<file path="src/rtl/tail_fifo_ctrl_21x6_pkg.sv">
// tail_fifo_pkg
// Shared sizing, types and pointer arithmetic for the tail-tracking queue
// controller and its pointer sub-module.
//   DEPTH  : entries in the external tail_21x6 array
//   WIDTH  : entry width in bits
//   ADDR_W : pointer / peek offset width
//   CNT_W  : occupancy width (must hold 0..DEPTH)
package tail_fifo_pkg;

  localparam int DEPTH  = 21;
  localparam int WIDTH  = 6;
  localparam int ADDR_W = $clog2(DEPTH);
  localparam int CNT_W  = $clog2(DEPTH + 1);

  typedef logic [ADDR_W-1:0] ptr_t;
  typedef logic [CNT_W-1:0]  cnt_t;
  typedef logic [WIDTH-1:0]  entry_t;

  // Which handshakes fire in a cycle; bit 0 = enqueue, bit 1 = dequeue.
  typedef enum logic [1:0] {
    OP_IDLE = 2'b00,
    OP_ENQ  = 2'b01,
    OP_DEQ  = 2'b10,
    OP_BOTH = 2'b11
  } q_op_e;

  localparam ptr_t              LAST_PTR   = ptr_t'(DEPTH - 1);
  localparam cnt_t              FULL_CNT   = cnt_t'(DEPTH);
  localparam logic [ADDR_W:0]   DEPTH_WIDE = (ADDR_W + 1)'(DEPTH);

  // Advance a pointer by one, wrapping at the last entry rather than at 2^ADDR_W.
  function automatic ptr_t wrap_inc(ptr_t p);
    return (p == LAST_PTR) ? '0 : p + ptr_t'(1);
  endfunction

  // Head plus offset modulo DEPTH; the sum is formed one bit wider so a
  // carry out of ADDR_W bits is not lost before the wrap test.
  function automatic ptr_t wrap_add(ptr_t h, ptr_t o);
    logic [ADDR_W:0] sum;
    sum = {1'b0, h} + {1'b0, o};
    if (sum >= DEPTH_WIDE) begin
      sum = sum - DEPTH_WIDE;
    end
    return sum[ADDR_W-1:0];
  endfunction

endpackage

</file>
<file path="src/rtl/tail_fifo_ctrl_21x6_if.sv">
// tail_fifo_ctrl_21x6_if
// Bundles the queue client handshakes and the array port signals of the
// tail queue controller.
//   master : queue client (drives enq/deq/peek requests and flush)
//   slave  : the controller itself
//   mem    : the tail_21x6 array (1 write port, 2 async read ports)
interface tail_fifo_ctrl_21x6_if;
  import tail_fifo_pkg::*;

  logic   flush;
  logic   enq_valid;
  logic   enq_ready;
  entry_t enq_bits;
  logic   deq_valid;
  logic   deq_ready;
  entry_t deq_bits;
  ptr_t   peek_offset;
  logic   peek_valid;
  entry_t peek_bits;
  cnt_t   count;

  ptr_t   mem_W0_addr;
  logic   mem_W0_en;
  entry_t mem_W0_data;
  ptr_t   mem_R0_addr;
  logic   mem_R0_en;
  entry_t mem_R0_data;
  ptr_t   mem_R1_addr;
  logic   mem_R1_en;
  entry_t mem_R1_data;

  modport master (
    output flush, enq_valid, enq_bits, deq_ready, peek_offset,
    input  enq_ready, deq_valid, deq_bits, peek_valid, peek_bits, count
  );

  modport slave (
    input  flush, enq_valid, enq_bits, deq_ready, peek_offset,
    output enq_ready, deq_valid, deq_bits, peek_valid, peek_bits, count,
    output mem_W0_addr, mem_W0_en, mem_W0_data,
    output mem_R0_addr, mem_R0_en, mem_R1_addr, mem_R1_en,
    input  mem_R0_data, mem_R1_data
  );

  modport mem (
    input  mem_W0_addr, mem_W0_en, mem_W0_data,
    input  mem_R0_addr, mem_R0_en, mem_R1_addr, mem_R1_en,
    output mem_R0_data, mem_R1_data
  );

endinterface

</file>
<file path="src/rtl/tail_fifo_ctrl_21x6_ptr.sv">
// tail_ptr_wrap
// Registered mod-DEPTH pointer with increment enable and synchronous clear.
//   clock : sole clock
//   reset : synchronous, active-high; forces pointer to 0
//   clear : synchronous clear (flush); wins over inc
//   inc   : advance the pointer by one with wrap at DEPTH-1
//   ptr   : current pointer value
module tail_ptr_wrap
  import tail_fifo_pkg::*;
(
  input  logic clock,
  input  logic reset,
  input  logic clear,
  input  logic inc,
  output ptr_t ptr
);

  // Clear has priority over inc, so a flush never lets the pointer advance.
  always_ff @(posedge clock) begin
    if (reset || clear) begin
      ptr <= '0;
    end else if (inc) begin
      ptr <= wrap_inc(ptr);
    end
  end

  ptr_in_range: assert property (@(posedge clock) disable iff (reset) ptr <= LAST_PTR);

endmodule

</file>
<file path="src/rtl/tail_fifo_ctrl_21x6.sv">
// tail_fifo_ctrl_21x6
// Circular-queue controller owning head/tail pointers and occupancy for an
// external tail_21x6 array. Enqueue writes through W0, the head entry is read
// through R0, and R1 serves a random peek at head+offset.
//   clock : sole clock
//   reset : synchronous, active-high; empties the queue (array not cleared)
//   bus   : slave modport carrying flush, enq/deq/peek handshakes, count and
//           the W0/R0/R1 array ports
module tail_fifo_ctrl_21x6
  import tail_fifo_pkg::*;
(
  input logic                  clock,
  input logic                  reset,
  tail_fifo_ctrl_21x6_if.slave bus
);

  ptr_t  head;
  ptr_t  tail;
  cnt_t  count_q;
  cnt_t  count_d;
  logic  full;
  logic  empty;
  logic  enq_fire;
  logic  deq_fire;
  logic  peek_ok;
  q_op_e op;
  ptr_t  ring_dist;

  // Full blocks enqueue even when a dequeue fires in the same cycle.
  assign full     = (count_q == FULL_CNT);
  assign empty    = (count_q == '0);
  assign enq_fire = bus.enq_valid && !full;
  assign deq_fire = bus.deq_ready && !empty;
  assign op       = q_op_e'({deq_fire, enq_fire});
  assign peek_ok  = cnt_t'(bus.peek_offset) < count_q;

  tail_ptr_wrap u_head (
    .clock (clock),
    .reset (reset),
    .clear (bus.flush),
    .inc   (deq_fire),
    .ptr   (head)
  );

  tail_ptr_wrap u_tail (
    .clock (clock),
    .reset (reset),
    .clear (bus.flush),
    .inc   (enq_fire),
    .ptr   (tail)
  );

  // Occupancy follows the fired handshakes; flush discards everything.
  always_comb begin
    count_d = count_q;
    case (op)
      OP_ENQ:  count_d = count_q + cnt_t'(1);
      OP_DEQ:  count_d = count_q - cnt_t'(1);
      default: count_d = count_q;
    endcase
    if (bus.flush) begin
      count_d = '0;
    end
  end

  always_ff @(posedge clock) begin
    if (reset) begin
      count_q <= '0;
    end else begin
      count_q <= count_d;
    end
  end

  // The write goes out whenever enqueue fires, including a flush cycle; the
  // pointer does not move then, so the stale slot is simply overwritten later.
  assign bus.mem_W0_en   = enq_fire;
  assign bus.mem_W0_addr = tail;
  assign bus.mem_W0_data = bus.enq_bits;

  assign bus.mem_R0_addr = head;
  assign bus.mem_R0_en   = !empty;
  assign bus.mem_R1_addr = wrap_add(head, bus.peek_offset);
  assign bus.mem_R1_en   = peek_ok;

  assign bus.enq_ready  = !full;
  assign bus.deq_valid  = !empty;
  assign bus.deq_bits   = empty ? '0 : bus.mem_R0_data;
  assign bus.peek_valid = peek_ok;
  assign bus.peek_bits  = peek_ok ? bus.mem_R1_data : '0;
  assign bus.count      = count_q;

  // Forward distance tail-head around the ring; equals count except when full.
  always_comb begin
    ring_dist = tail - head;
    if (tail < head) begin
      ring_dist = tail - head + ptr_t'(DEPTH);
    end
  end

  deq_only_when_valid: assert property (@(posedge clock) disable iff (reset)
    !(deq_fire && !bus.deq_valid));

  count_in_range: assert property (@(posedge clock) disable iff (reset)
    count_q <= FULL_CNT);

  count_matches_ptrs: assert property (@(posedge clock) disable iff (reset)
    (count_q == FULL_CNT) ? (ring_dist == '0) : (count_q == cnt_t'(ring_dist)));

endmodule

</file>
<file path="src/flat_wrapper.sv">
// flat-port wrapper written by rule: the top's interface ports become plain ports
module tail_fifo_ctrl_21x6_flat import tail_fifo_pkg::*;
  (clock, reset, bus_flush, bus_enq_valid, bus_enq_bits, bus_deq_ready, bus_peek_offset, bus_enq_ready, bus_deq_valid, bus_deq_bits, bus_peek_valid, bus_peek_bits, bus_count, bus_mem_W0_addr, bus_mem_W0_en, bus_mem_W0_data, bus_mem_R0_addr, bus_mem_R0_en, bus_mem_R1_addr, bus_mem_R1_en, bus_mem_R0_data, bus_mem_R1_data);
  tail_fifo_ctrl_21x6_if bus_i ();
  input logic clock;
  input logic reset;
  input wire logic [$bits(bus_i.flush)-1:0] bus_flush;
  input wire logic [$bits(bus_i.enq_valid)-1:0] bus_enq_valid;
  input wire logic [$bits(bus_i.enq_bits)-1:0] bus_enq_bits;
  input wire logic [$bits(bus_i.deq_ready)-1:0] bus_deq_ready;
  input wire logic [$bits(bus_i.peek_offset)-1:0] bus_peek_offset;
  output wire logic [$bits(bus_i.enq_ready)-1:0] bus_enq_ready;
  output wire logic [$bits(bus_i.deq_valid)-1:0] bus_deq_valid;
  output wire logic [$bits(bus_i.deq_bits)-1:0] bus_deq_bits;
  output wire logic [$bits(bus_i.peek_valid)-1:0] bus_peek_valid;
  output wire logic [$bits(bus_i.peek_bits)-1:0] bus_peek_bits;
  output wire logic [$bits(bus_i.count)-1:0] bus_count;
  output wire logic [$bits(bus_i.mem_W0_addr)-1:0] bus_mem_W0_addr;
  output wire logic [$bits(bus_i.mem_W0_en)-1:0] bus_mem_W0_en;
  output wire logic [$bits(bus_i.mem_W0_data)-1:0] bus_mem_W0_data;
  output wire logic [$bits(bus_i.mem_R0_addr)-1:0] bus_mem_R0_addr;
  output wire logic [$bits(bus_i.mem_R0_en)-1:0] bus_mem_R0_en;
  output wire logic [$bits(bus_i.mem_R1_addr)-1:0] bus_mem_R1_addr;
  output wire logic [$bits(bus_i.mem_R1_en)-1:0] bus_mem_R1_en;
  input wire logic [$bits(bus_i.mem_R0_data)-1:0] bus_mem_R0_data;
  input wire logic [$bits(bus_i.mem_R1_data)-1:0] bus_mem_R1_data;
  assign bus_i.flush = bus_flush;
  assign bus_i.enq_valid = bus_enq_valid;
  assign bus_i.enq_bits = bus_enq_bits;
  assign bus_i.deq_ready = bus_deq_ready;
  assign bus_i.peek_offset = bus_peek_offset;
  assign bus_enq_ready = bus_i.enq_ready;
  assign bus_deq_valid = bus_i.deq_valid;
  assign bus_deq_bits = bus_i.deq_bits;
  assign bus_peek_valid = bus_i.peek_valid;
  assign bus_peek_bits = bus_i.peek_bits;
  assign bus_count = bus_i.count;
  assign bus_mem_W0_addr = bus_i.mem_W0_addr;
  assign bus_mem_W0_en = bus_i.mem_W0_en;
  assign bus_mem_W0_data = bus_i.mem_W0_data;
  assign bus_mem_R0_addr = bus_i.mem_R0_addr;
  assign bus_mem_R0_en = bus_i.mem_R0_en;
  assign bus_mem_R1_addr = bus_i.mem_R1_addr;
  assign bus_mem_R1_en = bus_i.mem_R1_en;
  assign bus_i.mem_R0_data = bus_mem_R0_data;
  assign bus_i.mem_R1_data = bus_mem_R1_data;
  tail_fifo_ctrl_21x6 u_core (.clock(clock), .reset(reset), .bus(bus_i));
endmodule
</file>
<file path="config.mk">
export PLATFORM = sky130hd
export DESIGN_NAME = tail_fifo_ctrl_21x6_flat
export DESIGN_NICKNAME = d
export VERILOG_FILES = /design/src/rtl/tail_fifo_ctrl_21x6_pkg.sv /design/src/rtl/tail_fifo_ctrl_21x6_if.sv /design/src/rtl/tail_fifo_ctrl_21x6_ptr.sv /design/src/rtl/tail_fifo_ctrl_21x6.sv /design/src/flat_wrapper.sv
export SDC_FILE = /design/constraint.sdc
export NUM_CORES = 1
export LEC_CHECK = 0
export CAP_MARGIN = 5
export CORE_MARGIN = 5
export CORE_UTILIZATION = 40
export CTS_CLUSTER_DIAMETER = 80
export CTS_CLUSTER_SIZE = 16
export DETAILED_ROUTE_END_ITERATION = 8
export PLACE_DENSITY = 0.76
export SYNTH_ARGS = -nofsm -noshare
export SYNTH_HDL_FRONTEND = slang
export SYNTH_SLANG_ARGS = --single-unit
</file>
<file path="constraint.sdc">
create_clock -name clock -period 3.6 [get_ports clock]
set_input_delay 0.72 -clock clock [delete_from_list [all_inputs] [get_ports clock]]
set_output_delay 0.72 -clock clock [all_outputs]
set_load 0.01 [all_outputs]
</file>
==> impl_metrics.toml <==
[yosys]
postSynthAreaPerCell_um2 = 7.97
synth-seq-cells = 15
synth-async-reset-ratio_pct = 0
number_of_enable_type_register_cells_in_the_synthesized_netlist = 0
synth_largest_area_cell = "sky130_fd_sc_hd__dfxtp_1"
seq_area_frac_synth_pct = 19.9
yosys.cell_count.top_type = "sky130_fd_sc_hd__nor2_1"
synth_top_area_share_pct = 19.9
synth_flop_cell = "sky130_fd_sc_hd__dfxtp_1"
postSynthNetCount = 238
postSynthCellCount = 189
synth_cell_types = 42
synth_area_leaders = "sky130_fd_sc_hd__dfxtp_1 (20%), sky130_fd_sc_hd__ha_1 (16%), sky130_fd_sc_hd__nor2_1 (6.0%), sky130_fd_sc_hd__xor2_1 (5.8%), sky130_fd_sc_hd__a21oi_1 (5.6%)"
synth.top_cells.by_count = "sky130_fd_sc_hd__nor2_1 (24), sky130_fd_sc_hd__ha_1 (19), sky130_fd_sc_hd__a21oi_1 (17), sky130_fd_sc_hd__inv_1 (17), sky130_fd_sc_hd__dfxtp_1 (15)"
synth.cell_area_mm2 = 0.00151
yosysWarnings = 0

[place]
detailed_place.area_mm2 = 0.00220
post-place-ws_ns = -0.708
detailedPlacementHpwl_um = 3250
buffer_ports.inserted = 59
place_congestion = 0.800

[clock_network]
tritoncts = "built"
cts_h_tree_depth = 1
cts_root_buffer = "sky130_fd_sc_hd__clkbuf_8"
clk_pin_slew_worst_paths_ns = 0.06
cts_max_path_buffers = 2
number_of_cts_inserted_buffers = 3
clk-insertion-delay-late_ns = 0.25
numClockSinks = 15

[sta]
post-route-period-util_pct = 97.1
setup-violations-final = 0
hold_viol = 0
finalHoldWorstSlack_ns = 0.561
skew_ns = 0.00505
max_clock_freq_mhz = 286
fin_ws_ns = 0.103
final.min_clock_period_ns = 3.50
fin_tns_setup_ns = 0
worstMarginPinSlew_ns = 0.405
timing.slew.headroom_pct = 72.8
finalMaxSlewViolations = 0

[setup_path]
critPathArrivalTime_ns = 2.78
worst_setup_path_start_kind = "primary input"
worst_setup_path_end_kind = "output pin"
cp.required_ns = 2.88
highest_fanout_seen_on_the_critical_path = 3
worst_path_max_stage_delay_ns = 0.48
timing.critical_path.max_delay_family = "adder cells"
crit_chain = "buf_4 -> ha_4 -> inv_2 -> fa_2 -> ha_4 -> nand2b_4 -> a211oi_2 -> nand4b_1 -> o21ai_2 -> o22ai_1 -> dlygate4sd2_1"
worst-path-buf-inv = 3
r2r_slack_ns = 0.66
critPathSlowestCell = "sky130_fd_sc_hd__fa_2"
worstSetupPathType = "in -> out"
path_common_cell = "sky130_fd_sc_hd__ha_4"

[die]
design.core.area_mm2 = 0.00366
chipHeight_um = 71.4
effective_utilization_at_floorplan_pct = 41.1
die_width_um = 71.4
num_io_pins = 72
std_cell_rows = 22
overall_die_area_mm2 = 0.00509

[routing]
via_count = 1530
route.detailed.drc = 0
firstDrtPassIters = 4
vias_per_cell = 5.02
detail_route.wirelength_um = 4050
detailedRoute.firstIterationViolations = 76
drtAntennaViolNets = 0
post_drt_wl_per_cell_um = 13.3

[global_routing]
first_global_vias = 1509
grt_pass1_wl_um = 6870
leftover_overflow_at_the_end_of_global_routing = 0
groute.usage.overall_pct = 16.1
maximum_number_of_pins_on_one_net_before_global_route_repair = 9
grt_antenna_before_repair = 0

[power]
power.leakage_nw = 0.938
power_per_cell_area_mw_per_mm2 = 217
power.clock.fraction_pct = 27.5
irDropWorstVdd_uv = 230
p_comb_share_pct = 37.5
power_frac_seq_pct = 34.9
p_total_uw = 498
p_int_uw = 353
sw_frac_of_total_pct = 29.1
switchingPower_uw = 145

[layout]
finalInstanceArea_mm2 = 0.00230
layout-drive-gt1-share_pct = 17.1
layout.nets = 307
n_antenna_cell = 0
area_growth_pct = 52.6
n_fill_cell = 331

[status]
run_status = "completed"

[min_path]
min-delay-path-class = "reg -> reg"

[job]
cap_viol_max_count = 0
==> registers in the layout, indices dropped and copies added, names as in the netlist <==
| name | flops |
|---|---|
| u_core.bus.count | 5 |
| u_core.u_head.ptr | 5 |
| u_core.u_tail.ptr | 5 |
==> repair_timing <==
action / in CTS / in global routing
hold buffers: 0 / 0
pin swaps: 7 / 6
gates resized for setup: 22 / 11
setup endpoints to repair: 7 / 6
buffers inserted: 1 / 0
==> per-layer routing <==
layer	share of wire [%]	track usage (%)
met5	0	0
met4	1.3	3.55
met3	4.7	3.37
met2	51	28.2
met1	43	20.1
==> worst reg2reg max path, cell delays in order, from the launching register on <==
cell                      delay (ns)
sky130_fd_sc_hd__dfxtp_1        0.51
sky130_fd_sc_hd__inv_2          0.10
sky130_fd_sc_hd__o41a_1         0.46
sky130_fd_sc_hd__inv_1          0.07
sky130_fd_sc_hd__ha_1           0.23
sky130_fd_sc_hd__inv_1          0.10
sky130_fd_sc_hd__fa_1           0.39
sky130_fd_sc_hd__nor2b_1        0.15
sky130_fd_sc_hd__o21ai_0        0.11
sky130_fd_sc_hd__and3_1         0.20
sky130_fd_sc_hd__or4_1          0.40
sky130_fd_sc_hd__a21oi_1        0.15
==> area by class of cell <==
cell class | instances | area (um2) | area share (%)
tap | 48 | 60.1 | 2.61
multi-input combinational | 142 | 1110 | 48.2
inverter | 18 | 67.6 | 2.94
sequential | 15 | 300 | 13.1
timing repair buffer | 78 | 717 | 31.2
clock buffer | 4 | 45.0 | 1.96
==> kinds of logic after synthesis <==
| kind of cell | share of synthesized area [%] |
|---|---|
| compound gates | 17.4 |
| mux | 2.74 |
| flops | 19.9 |
| simple gates | 22.0 |
| fa+ha+maj | 18.4 |
| xor+xnor | 8.72 |
| buf+inv | 10.7 |
==> layout by cell type (no fill, tap or decap), drive strengths merged <==
cell type / netlist / layout
clkdlybuf4s50: 0 / 51
nor2: 24 / 24
buf: 11 / 22
ha: 19 / 19
inv: 18 / 18
a21oi: 17 / 17
dfxtp: 15 / 15
xor2: 10 / 10
nand2b: 9 / 9
nand4: 6 / 6
and2: 6 / 6
nand2: 6 / 6
a21o: 5 / 5
xnor2: 5 / 5
nor2b: 4 / 4
o21ai: 4 / 4
clkbuf: 3 / 4
mux2i: 3 / 3
dlygate4sd2: 0 / 3
o31ai: 3 / 3
or2: 3 / 3
o41a: 2 / 2
and3: 2 / 2
clkdlybuf4s15: 0 / 2
a211oi: 2 / 2
fa: 2 / 2
o2bb2ai: 1 / 1
o22a: 1 / 1
a32oi: 1 / 1
nor3b: 1 / 1
nand4b: 1 / 1
o22ai: 1 / 1
o211ai: 1 / 1
mux2: 1 / 1
nor3: 1 / 1
or4: 1 / 1
==> power groups by stage <==
stage,clock (mW),combinational (mW),sequential [mW]
finish,0.137,0.187,0.174
global route,0.147,0.205,0.175
CTS,0.138,0.181,0.174
detailed placement,0,0.183,0.177
global placement,0,0.179,0.177
floorplan,0,0.0963,0.178
==> path summary, 6_finish.rpt <==
kind                                     startpoint                                 to  cells past startpoint
setup reg to reg   u_core.bus.count[0]$_SDFFE_PP0P_   u_core.bus.count[4]$_SDFFE_PP0P_                     11
hold reg to reg   u_core.u_tail.ptr[4]$_SDFFE_PP0P_  u_core.u_tail.ptr[4]$_SDFFE_PP0P_                      2
setup / recovery                 bus_peek_offset[0]                 bus_mem_R1_addr[3]                     11
hold / removal    u_core.u_tail.ptr[4]$_SDFFE_PP0P_  u_core.u_tail.ptr[4]$_SDFFE_PP0P_                      2
==> stage by stage <==
step | util (%) | instances
final | 62.8 | 305
after CTS | 61.7 | 305
after floorplan | - | 189
after detailed placement | 60.0 | 300
after global placement | 60.0 | 300
after global routing | 62.8 | 305
(Power assumes the default switching activity.)
